`config.mk`:
```
export PLATFORM = sky130hd
export DESIGN_NAME = branch_cond_reg_flat
export DESIGN_NICKNAME = d
export VERILOG_FILES = /design/src/rtl/branch_cond_reg_pkg.sv /design/src/rtl/branch_cond_reg_if.sv /design/src/rtl/branch_cond_reg_cond_eval.sv /design/src/rtl/branch_cond_reg.sv /design/src/flat_wrapper.sv
export SDC_FILE = /design/constraint.sdc
export NUM_CORES = 1
export LEC_CHECK = 0
export CAP_MARGIN = 20
export CORE_ASPECT_RATIO = 0.8
export CORE_MARGIN = 1.5
export CORE_UTILIZATION = 25
export DETAILED_ROUTE_END_ITERATION = 16
export RECOVER_POWER = 100
export SYNTH_ARGS = -nofsm -noshare
export SYNTH_HDL_FRONTEND = slang
export SYNTH_SLANG_ARGS = --single-unit
```
`constraint.sdc`:
```
create_clock -name clock -period 3.1 [get_ports clock]
set_input_delay 0.775 -clock clock [delete_from_list [all_inputs] [get_ports clock]]
set_output_delay 0.775 -clock clock [all_outputs]
set_load 0.02 [all_outputs]
```
`src/rtl/branch_cond_reg_pkg.sv`:
```
// +----------------------------------------------------------------------+
// | branch_cond_pkg : branch-condition select encodings (IR_C2)          |
// | Revision: 1.0                                                        |
// +----------------------------------------------------------------------+
`default_nettype none

package branch_cond_pkg;

  typedef enum logic [1:0] {
    COND_ZR = 2'b00,
    COND_NZ = 2'b01,
    COND_PL = 2'b10,
    COND_MI = 2'b11
  } cond_e;

endpackage

`default_nettype wire

```
`src/rtl/branch_cond_reg_if.sv`:
```
// +----------------------------------------------------------------------+
// | branch_cond_reg_if : evaluate request / result handshake bundle      |
// | Revision: 1.0                                                        |
// +----------------------------------------------------------------------+
`default_nettype none

interface branch_cond_reg_if #(
  parameter int DATA_W = 32
);

  logic [DATA_W-1:0] busContents;
  logic [1:0]        IR_C2;
  logic              CONin;
  logic              con_ack;
  logic              q;
  logic              q_valid;

  modport master (
    output busContents,
    output IR_C2,
    output CONin,
    output con_ack,
    input  q,
    input  q_valid
  );

  modport slave (
    input  busContents,
    input  IR_C2,
    input  CONin,
    input  con_ack,
    output q,
    output q_valid
  );

endinterface

`default_nettype wire

```
`src/rtl/branch_cond_reg_cond_eval.sv`:
```
// +----------------------------------------------------------------------+
// | cond_eval : combinational zero / nonzero / sign condition decode     |
// | Revision: 1.0                                                        |
// +----------------------------------------------------------------------+
`default_nettype none

module cond_eval
  import branch_cond_pkg::*;
#(
  parameter int DATA_W = 32
) (
  input  logic [DATA_W-1:0] operand,
  input  logic [1:0]        select,
  output logic              result
);

  always_comb begin
    result = 1'b0;
    case (cond_e'(select))
      COND_ZR: result = (operand == '0);
      COND_NZ: result = (operand != '0);
      COND_PL: result = ~operand[DATA_W-1];
      COND_MI: result =  operand[DATA_W-1];
      default: result = 1'b0;
    endcase
  end

endmodule

`default_nettype wire

```
`src/rtl/branch_cond_reg.sv`:
```
// +----------------------------------------------------------------------+
// | branch_cond_reg : registered branch condition with handshake + stats |
// | Revision: 1.0                                                        |
// +----------------------------------------------------------------------+
`default_nettype none

module branch_cond_reg #(
  parameter int DATA_W = 32,
  parameter int CNT_W  = 16,
  parameter int PIPE   = 0
) (
  input  logic              clock,
  input  logic              clear,
  branch_cond_reg_if.slave  bus,
  input  logic              cnt_clr,
  output logic [CNT_W-1:0]  eval_cnt,
  output logic [CNT_W-1:0]  taken_cnt
);

  localparam logic [CNT_W-1:0] CNT_ONE = {{(CNT_W-1){1'b0}}, 1'b1};

  if (PIPE != 0 && PIPE != 1) begin : g_bad_pipe
    $error("branch_cond_reg: PIPE must be 0 or 1");
  end
  if (DATA_W < 2 || DATA_W > 64) begin : g_bad_width
    $error("branch_cond_reg: DATA_W must be in 2..64");
  end

  logic              ev_valid;
  logic [1:0]        ev_sel;
  logic [DATA_W-1:0] ev_bus;
  logic              ev_res;
  logic              q_state;
  logic              valid_state;

  if (PIPE == 1) begin : g_pipe
    logic              stg_valid;
    logic [1:0]        stg_sel;
    logic [DATA_W-1:0] stg_bus;

    // Stage valid is cleared by reset so an in-flight evaluation never lands.
    always_ff @(posedge clock or negedge clear) begin
      if (!clear) begin
        stg_valid <= 1'b0;
        stg_sel   <= 2'b00;
        stg_bus   <= '0;
      end else begin
        stg_valid <= bus.CONin;
        if (bus.CONin) begin
          stg_sel <= bus.IR_C2;
          stg_bus <= bus.busContents;
        end
      end
    end

    assign ev_valid = stg_valid;
    assign ev_sel   = stg_sel;
    assign ev_bus   = stg_bus;
  end else begin : g_direct
    assign ev_valid = bus.CONin;
    assign ev_sel   = bus.IR_C2;
    assign ev_bus   = bus.busContents;
  end

  cond_eval #(.DATA_W(DATA_W)) u_cond_eval (
    .operand (ev_bus),
    .select  (ev_sel),
    .result  (ev_res)
  );

  // A landing result beats a same-cycle acknowledge.
  always_ff @(posedge clock or negedge clear) begin
    if (!clear) begin
      q_state     <= 1'b0;
      valid_state <= 1'b0;
    end else if (ev_valid) begin
      q_state     <= ev_res;
      valid_state <= 1'b1;
    end else if (bus.con_ack) begin
      valid_state <= 1'b0;
    end
  end

  assign bus.q       = q_state;
  assign bus.q_valid = valid_state;

  always_ff @(posedge clock or negedge clear) begin
    if (!clear) begin
      eval_cnt  <= '0;
      taken_cnt <= '0;
    end else if (cnt_clr) begin
      eval_cnt  <= '0;
      taken_cnt <= '0;
    end else begin
      if (ev_valid && (eval_cnt != '1)) begin
        eval_cnt <= eval_cnt + CNT_ONE;
      end
      if (ev_valid && ev_res && (taken_cnt != '1)) begin
        taken_cnt <= taken_cnt + CNT_ONE;
      end
    end
  end

endmodule

`default_nettype wire

```
`src/flat_wrapper.sv`:
```
// flat-port wrapper written by rule: the top's interface ports become plain ports
module branch_cond_reg_flat 
#(
  parameter int DATA_W = 32,
  parameter int CNT_W  = 16,
  parameter int PIPE   = 0
)
  (clock, clear, cnt_clr, eval_cnt, taken_cnt, bus_busContents, bus_IR_C2, bus_CONin, bus_con_ack, bus_q, bus_q_valid);
  branch_cond_reg_if #(.DATA_W(DATA_W)) bus_i ();
  input  logic clock;
  input  logic clear;
  input  logic cnt_clr;
  output logic [CNT_W-1:0] eval_cnt;
  output logic [CNT_W-1:0] taken_cnt;
  input wire logic [$bits(bus_i.busContents)-1:0] bus_busContents;
  input wire logic [$bits(bus_i.IR_C2)-1:0] bus_IR_C2;
  input wire logic [$bits(bus_i.CONin)-1:0] bus_CONin;
  input wire logic [$bits(bus_i.con_ack)-1:0] bus_con_ack;
  output wire logic [$bits(bus_i.q)-1:0] bus_q;
  output wire logic [$bits(bus_i.q_valid)-1:0] bus_q_valid;
  assign bus_i.busContents = bus_busContents;
  assign bus_i.IR_C2 = bus_IR_C2;
  assign bus_i.CONin = bus_CONin;
  assign bus_i.con_ack = bus_con_ack;
  assign bus_q = bus_i.q;
  assign bus_q_valid = bus_i.q_valid;
  branch_cond_reg #(.DATA_W(DATA_W), .CNT_W(CNT_W), .PIPE(PIPE)) u_core (.clock(clock), .clear(clear), .bus(bus_i), .cnt_clr(cnt_clr), .eval_cnt(eval_cnt), .taken_cnt(taken_cnt));
endmodule
```
# After elaboration in Yosys (flattened, before gate mapping)
# Cells that the tools add are included.
[word_totals] reg_bits=34 latch_bits=0 ram_bits=0 romBits=0 in_bits=39 out_inout_bits=34 word_cells=28 memories=0
[classes] add_sub_neg=2 mul=0 div=0 n_lt_le_gt_ge=0 eq_ne=5 shift=0 mux=7 n_bitwise=1 reduce_logical=9
[op_table] operator="$mux W16" n=4
[op_table] operator="$add A16 B1 Y16 const B" n=2
[op_table] operator="$logic_not A32 Y1" n=1
[op_table] operator="$ne A16 B16 Y1 const B" n=2
[op_table] operator="$reduce_bool A32 Y1" n=1
[op_table] operator="$reduce_bool A2 Y1" n=3
[op_table] operator="$eq A2 B2 Y1 const B" n=2
[op_table] operator="$pmux W1 S4" n=1
[op_table] operator="$logic_and A1 B1 Y1" n=3
[op_table] operator="$eq A2 B1 Y1 const B" n=1
[op_table] operator="$logic_not A2 Y1" n=1
[op_table] operator="$mux W1" n=2
[op_table] operator="$not A1 Y1" n=1

# Depth between registers and ports, before layout
# Gate-level depths: netlist (run 1).
[depth] depth_word=6 depth_mapped=8 mapped_depth_nobuf=7

# Hierarchy
# A second synthesis (run 1) with hierarchy kept.
[hier_totals] hier_cells=212 hier_area_um2=1925.6
[modules_own_cells] mod="branch_cond_reg" n_inst=1 cells_per_inst=197 area_each_um2=1830.5 seq_area_each_um2=850.8
[modules_own_cells] mod="cond_eval" n_inst=1 cells_per_inst=15 area_each_um2=95.1 seq_area_each_um2=0.0

# Worst setup path after synthesis (run 1)
# Ideal clock, no wire load.
[synth_path] kind="in2reg" from="input port bus_busContents[3]" to="register u_core.taken_cnt[3]" setup_ns=0.125 t_arrival_ns=2.333 t_required_ns=2.975 setup_slack_ns=0.643 cell_stages=7 path_buffers=1 path_cell_list="nor4_1 nand4_1 o32ai_2 xnor2_1 buf_2 nor3_1 mux2_2"
[synth_via] elab_chain_len=5 word_cells_on_any_way=6 classes_between="mux: 1; reduce/logical: 5"
[synth_rtl] item="start: declaration" line="flat_wrapper.sv:15" text="input wire logic [$bits(bus_i.busContents)-1:0] bus_busContents;"
[synth_rtl] item="$reduce_bool A32 Y1 or $logic_not A32 Y1 (tied branches)" line="branch_cond_reg_cond_eval.sv:21, branch_cond_reg_cond_eval.sv:20"
[synth_rtl] item="$pmux W1 S4 (*)" line="branch_cond_reg_cond_eval.sv:19" text="case (cond_e'(select))"
[synth_rtl] item="$logic_and A1 B1 Y1 (*) (2 in a row)" line="branch_cond_reg.sv:98" text="if (ev_valid && ev_res && (taken_cnt != '1)) begin"
[synth_rtl] item="$reduce_bool A2 Y1 (no line) (*)"
[synth_rtl] item="end signal: assignment" line="branch_cond_reg.sv:99" text="taken_cnt <= taken_cnt + CNT_ONE;"
[synth_rtl] item="end: declaration" line="branch_cond_reg.sv:17" text="output logic [CNT_W-1:0] taken_cnt"
# Mark *: on every way between the ends. The rest lies on a longest branch, timed or not.
# A chain may end at the register's enable or synchronous reset.

# Worst setup path after layout (run 1)
[layout_path] from="input port bus_busContents[29]" to="register u_core.taken_cnt[5]"
# Same word-level chain as after synthesis.

==> results of run 1 <==
[worst min path at each step]
| stage | endpoint | start | slack (ns) | cells after the start |
|---|---|---|---|---|
| 2_1_floorplan | u_core.bus.q | clear | 0.48 | 0 |
| 3_3_place_gp | u_core.bus.q | u_core.bus.q | 0.47 | 2 |
| 3_5_place_dp | u_core.bus.q | u_core.bus.q | 0.48 | 2 |
| 4_1_cts | u_core.bus.q | u_core.bus.q | 0.50 | 2 |
| 5_1_grt | u_core.bus.q | u_core.bus.q | 0.55 | 2 |
| 6_report | u_core.bus.q | u_core.bus.q | 0.48 | 2 |
[final cells by class]
class	count	area share
tap	87	0.0389
multi-input combinational	158	0.344
inverter	3	0.00402
timing repair buffer	80	0.276
sequential	34	0.304
clock buffer	7	0.0308
clock inverter	1	0.00179
[cells in the final DEF, fill, tap and decap left out, drive strengths merged, types with 3 or more instances in the layout]
master / n
mux2: 4
clkbuf: 12
dlygate4sd3: 37
nor4: 8
nor3: 6
clkdlybuf4s50: 35
and3: 9
and4: 3
nor2: 24
or3: 5
o21ai: 8
or4: 6
buf: 3
dfrtp: 34
o31ai: 6
a21oi: 13
nand3: 18
nor2b: 4
xor2: 12
nand2: 10
inv: 3
a31oi: 3
nand4: 9
[cell usage after synthesis, drive strengths merged, types with 2 or more instances]
cell    count  area share
nor2b       4       0.013
nor3        6       0.016
ha          2       0.013
or3         5       0.017
inv         3      0.0061
mux2        4       0.024
nand4       9       0.030
nand3      18       0.049
nand2b      2      0.0067
nand2      10       0.020
nor4        8       0.027
mux2i       2       0.011
dfrtp      34        0.46
a21oi      13       0.035
a31oi       3       0.010
and3        9       0.030
clkbuf      7       0.014
buf         2      0.0054
and4        3       0.014
o21ai       8       0.022
xor2       12       0.057
nor2       24       0.049
or4         6       0.024
xnor2       2      0.0094
o31ai       6       0.024
[power groups by stage]
stage	logic [W]	clock network, W	registers, W
global placement	0.000135	0	0.000465
floorplan	0.0000351	0	0.000473
detailed placement	0.000136	0	0.000465
CTS	0.000136	0.000358	0.000456
global route	0.000141	0.000379	0.000457
finish	0.000129	0.000347	0.000456
[per-layer routing]
layer | vias up | GRT usage | part of all wire
met4 | 0 | 0.0465 | 0.011
met2 | 38 | 0.196 | 0.44
met5 | - | 0 | 0
li1 | 908 | - | -
met1 | 849 | 0.190 | 0.51
met3 | 5 | 0.0324 | 0.039
[sequential cells by signal (all words and copies together), names as in the netlist]
register / cells
u_core.bus.q: 1
u_core.bus.q_valid: 1
u_core.eval_cnt: 16
u_core.taken_cnt: 16
[logic make-up after synthesis]
kind of cell / share of synthesized area
compound gates: 0.104
fa+ha+maj: 0.0135
simple gates: 0.297
mux: 0.0351
xor+xnor: 0.0661
flops: 0.459
buf+inv: 0.0256
[worst reg2reg max path, cell delays in order, from the launching register on]
cell,delay (ns)
sky130_fd_sc_hd__dfrtp_1,0.41
sky130_fd_sc_hd__ha_1,0.19
sky130_fd_sc_hd__nand3_1,0.13
sky130_fd_sc_hd__nor3_1,0.51
sky130_fd_sc_hd__nand3_1,0.14
sky130_fd_sc_hd__nand2_1,0.40
sky130_fd_sc_hd__nor3_1,0.11
sky130_fd_sc_hd__mux2_2,0.30
[metrics by stage]
step	instance area (um^2)	utilization	total power, W	hold WS (ns)
2_1_floorplan	1850	-	0.000508	0.479
3_3_place_gp	2720	0.386	0.000600	0.474
3_5_place_dp	2720	0.386	0.000601	0.478
4_1_cts	2810	0.399	0.000950	0.496
5_1_grt	2800	0.398	0.000977	0.549
6_report	2800	0.398	0.000932	0.480
==> parameters.txt, run 1 <==
Parameter                              Value

Die
  Number of placed I/O pins    73
  Total die area    7950 um^2
  Area of the placeable core    7030 um^2
  Floorplan die width    99.3 um
  Height of the die    80.0 um
  Initial core utilization    0.264
  Number of rows created at floorplan    27

Clock tree
  Clk Latency, worst-skew pair    0.29 ns
  Number of buffers created by CTS    5
  Num Clock Sinks    34
  Root buffer selected by CTS    sky130_fd_sc_hd__clkbuf_8
  Maximum count of clock buffers along a single path    2
  Buffers inserted during post-CTS setup optimization    0
  TritonCTS clock tree    built
  H-tree level count    2
  Hold bufs inserted after CTS    0
  Number of gates resized after cts    0
  Clock slew at the register clock pins of the worst setup and hold paths    0.07 ns

Routing
  Violation count after the first detailed-route iteration    61
  Routed length per placed instance    14.2 um
  Total wire length    5260 um
  Mean number of vias per cell    4.86
  Count of antenna-violating nets left after detailed routing    0
  Number of optimization iterations in the first detailed-route pass    4
  DRC Markers    0
  Detailed-route via count    1800

Worst setup path
  FF-to-FF setup slack    0.80 ns
  Delay contributed by the slowest stage of the critical path    0.43 ns
  Most used cell along the critical path    sky130_fd_sc_hd__nor4_1
  Kind of start point of the critical path    input port
  Maximum fanout along the worst path    22
  Largest delay share family, worst path    simple AND/OR/NAND/NOR gates
  Data arrival at the endpoint of the critical path    3.00 ns
  CP endpoint kind    flop
  Logic depth of the worst register-to-register path    7
  Worst path required time    3.28 ns
  Critical path origin    bus_busContents[29]
  Buf/Inv on CP    1
  Worst R2R Start    u_core.taken_cnt[0]
  Ordered list of cells on the worst path    clkdlybuf4s50_1 -> nor4_1 -> nand4_1 -> o32ai_2 -> xnor2_2 -> nor4_1 -> mux2_2
  Critical path class    in -> reg
  Logic depth of the worst path, buffers included    7
  End point of the critical path    u_core.taken_cnt[5]
  Slowest stage cell on the critical path    sky130_fd_sc_hd__clkdlybuf4s50_1
  Terminus of the critical flop-to-flop path    u_core.taken_cnt[3]

Finish
  Layout cells sized above 1    0.0671
  Ant diodes    0
  Number of inserted filler cells in the final layout    722
  Multi-input gate area in the final layout    963 um^2
  Area growth from synthesis to layout    50.9%
  FF/Latch Area    851 um^2
  Count of non-filler cells in the finished layout    370
  Final Net Count    323

Outcome
  Result of the run    complete, no violations

Global route
  Global-route wire length before repair    8310 um
  Pin count of the biggest net entering global routing    35
  Total congestion overflow after global routing    0
  Antenna violations before repair    0
  Vias in the first global route    1664
  Overall Global Routing Usage    0.133

Placement
  Pre-CTS setup slack    -0.0121 ns
  Final weighted congestion in routability-driven placement    0.791
  DP Wirelength    3820 um
  Number of I/O port buffers    72
  Total placed cells including tap cells    362

Synthesis
  Net Count, Synth    245
  Count of distinct cell types in the synthesized netlist    27
  Cell Area, Synth    1850 um^2
  Proportion of synthesized flip-flops having asynchronous set or reset    1.00
  Synth warnings    0
  Yosys reg bits    34
  Most used flip-flop cell after synthesis    sky130_fd_sc_hd__dfrtp_1
  Gate count after technology mapping    204
  Average cell area after synthesis    9.09 um^2
  Sequential fraction of the synthesis area    0.459
  Number of flops mapped to enable cells by yosys    0

Power
  Static Leak    1.23 nW
  Internal power    0.000698 W
  Part of the power in registers    0.489
  Switching part of the total    0.251
  Clock share of power    0.372
  Power density relative to cell area    333 nW/um^2
  Worst ir drop on vdd    0.149 mV
  Switching power total    0.000233 W
  Portion of total power attributed to combinational logic    0.139

Timing
  Smallest setup slack after layout    0.282 ns
  Final worst clock skew    0.00814 ns
  Highest clock frequency the design can meet    0.355 GHz
  Clock period minus worst slack    2.82 ns
  Tightest slew margin relative to the limit    0.309
  Transition time of the tightest slew-check pin    1.04 ns
  Final hold violation count    0
  Final Slew Violations    0
  Number of setup violations in the final report    0
  Final Cycle Share    0.909
  Unrepaired setup endpoints after global routing    no
  Final-layout setup total negative slack    0 ns

Worst hold path
  Hold Crit Class    reg -> reg

Flow run
  Max Cap Violations    0
(Power assumes the default switching activity.)
==> run 2, diff against run 1 <==
--- a/config.mk
+++ b/config.mk
@@ -10,7 +10,9 @@
 export CORE_MARGIN = 1.5
 export CORE_UTILIZATION = 25
 export DETAILED_ROUTE_END_ITERATION = 16
+export GPL_TIMING_DRIVEN = 0
 export RECOVER_POWER = 100
+export SLEW_MARGIN = 0
 export SYNTH_ARGS = -nofsm -noshare
 export SYNTH_HDL_FRONTEND = slang
 export SYNTH_SLANG_ARGS = --single-unit
==> run 2 against run 1 <==
Net effect: the run now ends with max-capacitance violations, max-slew violations left; routed wire length up 1.0%; clock power is 48% higher; hold slack improved by 0.0092 ns; utilization is 0.18 points higher; critical path type unchanged; largest cell class unchanged; highest routed layer unchanged.
==> parameters.txt, run 2 (synthesized netlist as in run 1, its figures left out) <==
Parameter                              Value

Outcome
  Result of the run    complete, but fails checks
  Violations in the final reports    max-capacitance violations, max-slew violations

Flow run
  Max Cap Violations    1 (+1)

Power
  Power density relative to cell area    389 nW/um^2 (+17%)
  Worst ir drop on vdd    0.170 mV (+14%)
  Static Leak    1.23 nW (about the same)

Finish
  Layout cells sized above 1    0.0565 (-0.0106)
  Ant diodes    0 (unchanged)
  Final Net Count    323 (unchanged)
  Non-Filler Cell Area, Final    2810 um^2 (+0.45%)
  Area growth from synthesis to layout    51.6%
  Largest registers    u_core.eval_cnt x16, u_core.taken_cnt x16
  Commonest cells after routing, fill and taps aside    sky130_fd_sc_hd__dlygate4sd3_1, sky130_fd_sc_hd__clkdlybuf4s50_1, sky130_fd_sc_hd__dfrtp_1, sky130_fd_sc_hd__nor2_1, sky130_fd_sc_hd__nand3_1

Routing
  Detailed-route via count    1826 (+1.4%)
  Number of optimization iterations in the first detailed-route pass    4 (unchanged)
  DRC Markers    0 (unchanged)
  Routed length per placed instance    14.3 um (+1.0%)
  Mean number of vias per cell    4.94 (+1.4%)
  Total wire length    5310 um (+1.0%)
  Violation count after the first detailed-route iteration    134 (+120%)
  Count of antenna-violating nets left after detailed routing    0 (unchanged)

Die
  Number of rows created at floorplan    27 (unchanged)
  Number of placed I/O pins    73 (unchanged)
  Initial core utilization    0.264 (unchanged)
  Area of the placeable core    7030 um^2 (unchanged)
  Total die area    7950 um^2 (unchanged)
  Floorplan die width    99.3 um (unchanged)
  Height of the die    80.0 um (unchanged)

Clock tree
  Maximum count of clock buffers along a single path    2 (unchanged)
  Clock slew at the register clock pins of the worst setup and hold paths    0.08 ns (about the same)
  H-tree level count    2 (unchanged)
  Clk Latency, worst-skew pair    0.29 ns (about the same)
  Number of buffers created by CTS    5 (unchanged)
  TritonCTS clock tree    built
  Number of gates resized after cts    0 (unchanged)
  Hold bufs inserted after CTS    0 (unchanged)
  Num Clock Sinks    34 (unchanged)
  Buffers inserted during post-CTS setup optimization    0 (unchanged)
  Root buffer selected by CTS    sky130_fd_sc_hd__clkbuf_8

Timing
  Final Cycle Share    0.938 (+0.0285)
  Worst hold slack    0.490 ns (+0.00924 ns)
  Clock period minus worst slack    2.91 ns (+0.0884 ns)
  Final Slew Violations    35 (+35)
  Highest clock frequency the design can meet    0.344 GHz (-3.0%)
  Unrepaired setup endpoints after global routing    no
  Final-layout setup total negative slack    0 ns (unchanged)
  Final worst clock skew    0.0126 ns (+0.00444 ns)
  Transition time of the tightest slew-check pin    1.85 ns (+0.817 ns)
  Final hold violation count    0 (unchanged)
  Number of setup violations in the final report    0 (unchanged)
  Tightest slew margin relative to the limit    -0.236 (-0.545)

Global route
  Antenna violations before repair    0 (unchanged)
  Vias in the first global route    1678 (+0.84%)
  Overall Global Routing Usage    0.139 (+0.00527)
  Global-route wire length before repair    8770 um (+5.6%)
  Total congestion overflow after global routing    0 (unchanged)
  Pin count of the biggest net entering global routing    35 (unchanged)

Placement
  Final weighted congestion in routability-driven placement    0.777 (-1.8%)
  Number of I/O port buffers    71 (-1.4%)
  Dpl cell area    2670 um^2 (-1.7%)
  DP Wirelength    3950 um (+3.3%)

Worst setup path
  Maximum fanout along the worst path    10 (-55%)
  Delay contributed by the slowest stage of the critical path    0.40 ns (-0.03 ns)
  CP endpoint kind    flop
  Largest delay share family, worst path    simple AND/OR/NAND/NOR gates
  Buf/Inv on CP    2 (+1)
  Slowest stage cell on the critical path    sky130_fd_sc_hd__clkdlybuf4s50_1
  Worst path required time    3.28 ns (about the same)
  Data arrival at the endpoint of the critical path    3.08 ns (+0.08 ns)
  Critical path class    in -> reg
  Ordered list of cells on the worst path    clkdlybuf4s50_1 -> nor4_1 -> nand4_1 -> o32ai_2 -> xnor2_1 -> buf_2 -> nor3_1 -> mux2_2
  Kind of start point of the critical path    input port

Worst hold path
  Hold Crit Class    reg -> reg
## run 2: where the power goes
part,switching [W],internal (W),total (W),leakage [nW]
combinational,0.0000615,0.0000624,0.000124,0.689
clock,0.000171,0.000343,0.000515,0.0714
sequential,0.00000608,0.000450,0.000456,0.468
## run 2: worst paths after layout
kind / from / to / slack (ns) / cells past startpoint
min in group asynchronous: clear / u_core.taken_cnt[15] / 0.99 / 1
hold / removal: u_core.bus.q / u_core.bus.q / 0.49 / 2
max in group asynchronous: clear / u_core.taken_cnt[6] / 1.05 / 1
setup reg to reg: u_core.taken_cnt[0] / u_core.taken_cnt[4] / 0.80 / 8
setup / recovery: bus_busContents[3] / u_core.taken_cnt[3] / 0.19 / 8
hold reg to reg: u_core.bus.q / u_core.bus.q / 0.49 / 2
## run 2: routing by layer
metal | track usage | part of all wire
met3 | 0.0306 | 0.049
met5 | 0 | 0
met2 | 0.196 | 0.44
met1 | 0.208 | 0.50
met4 | 0.0423 | 0.0066
## run 2: worst register-to-register path, delay by kind of cell (launching register included)
family | cells | cell delay, ns
simple gates | 5 | 1.01
buf+inv | 1 | 0.27
flops | 1 | 0.42
fa+ha+maj | 1 | 0.18
mux | 1 | 0.31
## run 2: through the flow
step	cells	setup slack, ns	power (W)	utilization
final	370	0.193	0.00109	0.400
after global routing	370	0.0178	0.00114	0.400
after CTS	370	0.194	0.00111	0.400
after detailed placement	362	-0.117	0.000593	0.380
after global placement	362	-0.135	0.000592	0.381
after floorplan	204	0.643	0.000508	-
## run 2: area by class of cell
| class | instances | area [um^2] |
|---|---|---|
| Fill cell | 717 | 4220 |
| Multi-Input combinational cell | 158 | 956 |
| Sequential cell | 34 | 851 |
| Timing Repair Buffer | 71 | 704 |
| Tap cell | 87 | 109 |
| Clock buffer | 6 | 82.6 |
| Clock inverter | 2 | 60.1 |
| Buffer | 9 | 37.5 |
| Inverter | 3 | 11.3 |
==> edit 1 (settings of run 1) <==
`PIPE` is set to 0 in 2 places; all go to 1.
--- a/src/rtl/branch_cond_reg.sv
+++ b/src/rtl/branch_cond_reg.sv
@@ -7,7 +7,7 @@
 module branch_cond_reg #(
   parameter int DATA_W = 32,
   parameter int CNT_W  = 16,
-  parameter int PIPE   = 0
+  parameter int PIPE   = 1
 ) (
   input  logic              clock,
   input  logic              clear,
--- a/src/flat_wrapper.sv
+++ b/src/flat_wrapper.sv
@@ -3,7 +3,7 @@
 #(
   parameter int DATA_W = 32,
   parameter int CNT_W  = 16,
-  parameter int PIPE   = 0
+  parameter int PIPE   = 1
 )
   (clock, clear, cnt_clr, eval_cnt, taken_cnt, bus_busContents, bus_IR_C2, bus_CONin, bus_con_ack, bus_q, bus_q_valid);
   branch_cond_reg_if #(.DATA_W(DATA_W)) bus_i ();
Function: changed (a bounded check fails within 4 cycles, from zero or initial values).
==> edit 1 against run 1 <==
  * Sequential cell count is 35 higher
  * Sequential share of layout area is 8.7 points higher
  * Synthesized area is 74% higher
  * Critical path depth unchanged
  * Combinational power increased by 67%
  * Worst setup slack better by 0.13 ns
  * Wire length increased by 38%
  * Core utilization down 4.1 points
  * Count of clock-buffer cells in the layout rose by 6
  * Cell area up 58%
  * Fmax up 4.8%
  * Total power increased by 140%
  * Highest routed layer unchanged
==> edit 1: results (changes against run 1) <==
[outcome]
outcome=finished clean  ; unchanged

[yosys]
synth_area_um2=3220  ; was 1850 um2
synth_commonest_cells=dfrtp_1, mux2_2, nor2_1  ; was dfrtp_1, nor2_1, nand3_1
synth_nets=329  ; was 245
yosys-top-cells-area=dfrtp_1, mux2_2, nor2_1  ; was dfrtp_1, xor2_1, nand3_1
yosysWarnings=0  ; unchanged
synthCells=288  ; was 204
synth.distinct_cells=39  ; was 27

[global_route]
grt_pass1_wl_mm=12.0  ; was 8.31 mm
grt_start_max_net_pins=48  ; was 35
grt_util_all_layers=0.113  ; was 0.133
grt_pass1_vias=2391  ; was 1,664

[layout]
buffer_area_frac=0.172  ; was 0.276
layout-drive-gt1-share=0.160  ; was 0.0671
fin_cells=539  ; was 370
clkCellAreaFrac=0.0679  ; was 0.0326
multi_input_area_share=0.312  ; was 0.344
seq_area_um2=1730  ; was 851 um2
multi_input_gates=197  ; was 158
final_cell_area_um2=4420  ; was 2800 um2
nets=406  ; was 323
fillers=1212  ; was 722
signal_buffers=78  ; was 80
seq_cells=69  ; was 34
inverters=10  ; was 3
num-clock-buffers=13  ; was 7

[critical_path]
critPathSlowestCell=nor4_1  ; was clkdlybuf4s50_1
crit_end=u_core.taken_cnt[12]  ; was u_core.taken_cnt[5]
crit_fanout=21  ; was 22
crit_path_start_kind=flop  ; was input port
reg2reg_setup_slack_ns=0.41  ; was 0.80 ns
cpPeakStageDelay_ns=0.41  ; was 0.43 ns
crit_arrival_ns=2.90  ; was 3.00 ns

[drt]
first_iter_violations=79  ; was 61
wl_mm=7.23  ; was 5.26 mm
viasPerCell=4.50  ; was 4.86

[place]
hpwl_mm=5.17  ; was 3.82 mm
dp.cells=524  ; was 362
place_congestion=0.788  ; was 0.791
placed_cell_area_um2=4150  ; was 2720 um2
dp_slack_ns=0.453  ; was -0.0121 ns

[hold_path]
hp-start=u_core.ev_bus[2]  ; was u_core.bus.q
min_to=u_core.ev_bus[2]  ; was u_core.bus.q

[pwr]
p_sw_mw=0.488  ; was 0.233 mW
pwr-share-comb=0.096  ; was 0.139
ir_worst_vdd_uv=231  ; was 149 uV
comb_power_mw=0.215  ; was 0.129 mW
p_leak_nw=1.86  ; was 1.23 nW
clkPwrFrac=0.461  ; was 0.372

[cts]
cts_resized=0  ; unchanged
cts_root_buffer=clkbuf_16  ; was clkbuf_8
cts_buffers=9  ; was 5
htreeDepth=3  ; was 2

[timing]
holdWs_ns=0.508  ; was 0.480 ns
relSlewSlack=0.139  ; was 0.309
finalClockSkew_ns=0.00741  ; was 0.00814 ns
min_period_over_period=0.868  ; was 0.909

edit 1: cells by family (layout without fill, tap and decap cells):
group                    Yosys count  after routing  share of synthesized area
adder cells (fa/ha/maj)            2              2                    0.00777
XOR/XNOR                          16             16                     0.0435
multiplexers                      42             42                      0.146
buffers and inverters             22            102                     0.0295
AO/OA/AOI/OAI                     24             24                     0.0533
flip-flops                        69             69                      0.536
AND/OR/NAND/NOR                  113            113                      0.183
edit 1: layer usage:
| metal | vias up | wire length (um) | track usage | share of wire |
|---|---|---|---|---|
| met2 | 58 | 3240 | 0.163 | 0.45 |
| met3 | 9 | 368 | 0.0422 | 0.051 |
| met4 | 0 | 90 | 0.0333 | 0.012 |
| li1 | 1174 | - | - | - |
| met5 | - | 0 | 0 | 0 |
| met1 | 1184 | 3530 | 0.158 | 0.49 |
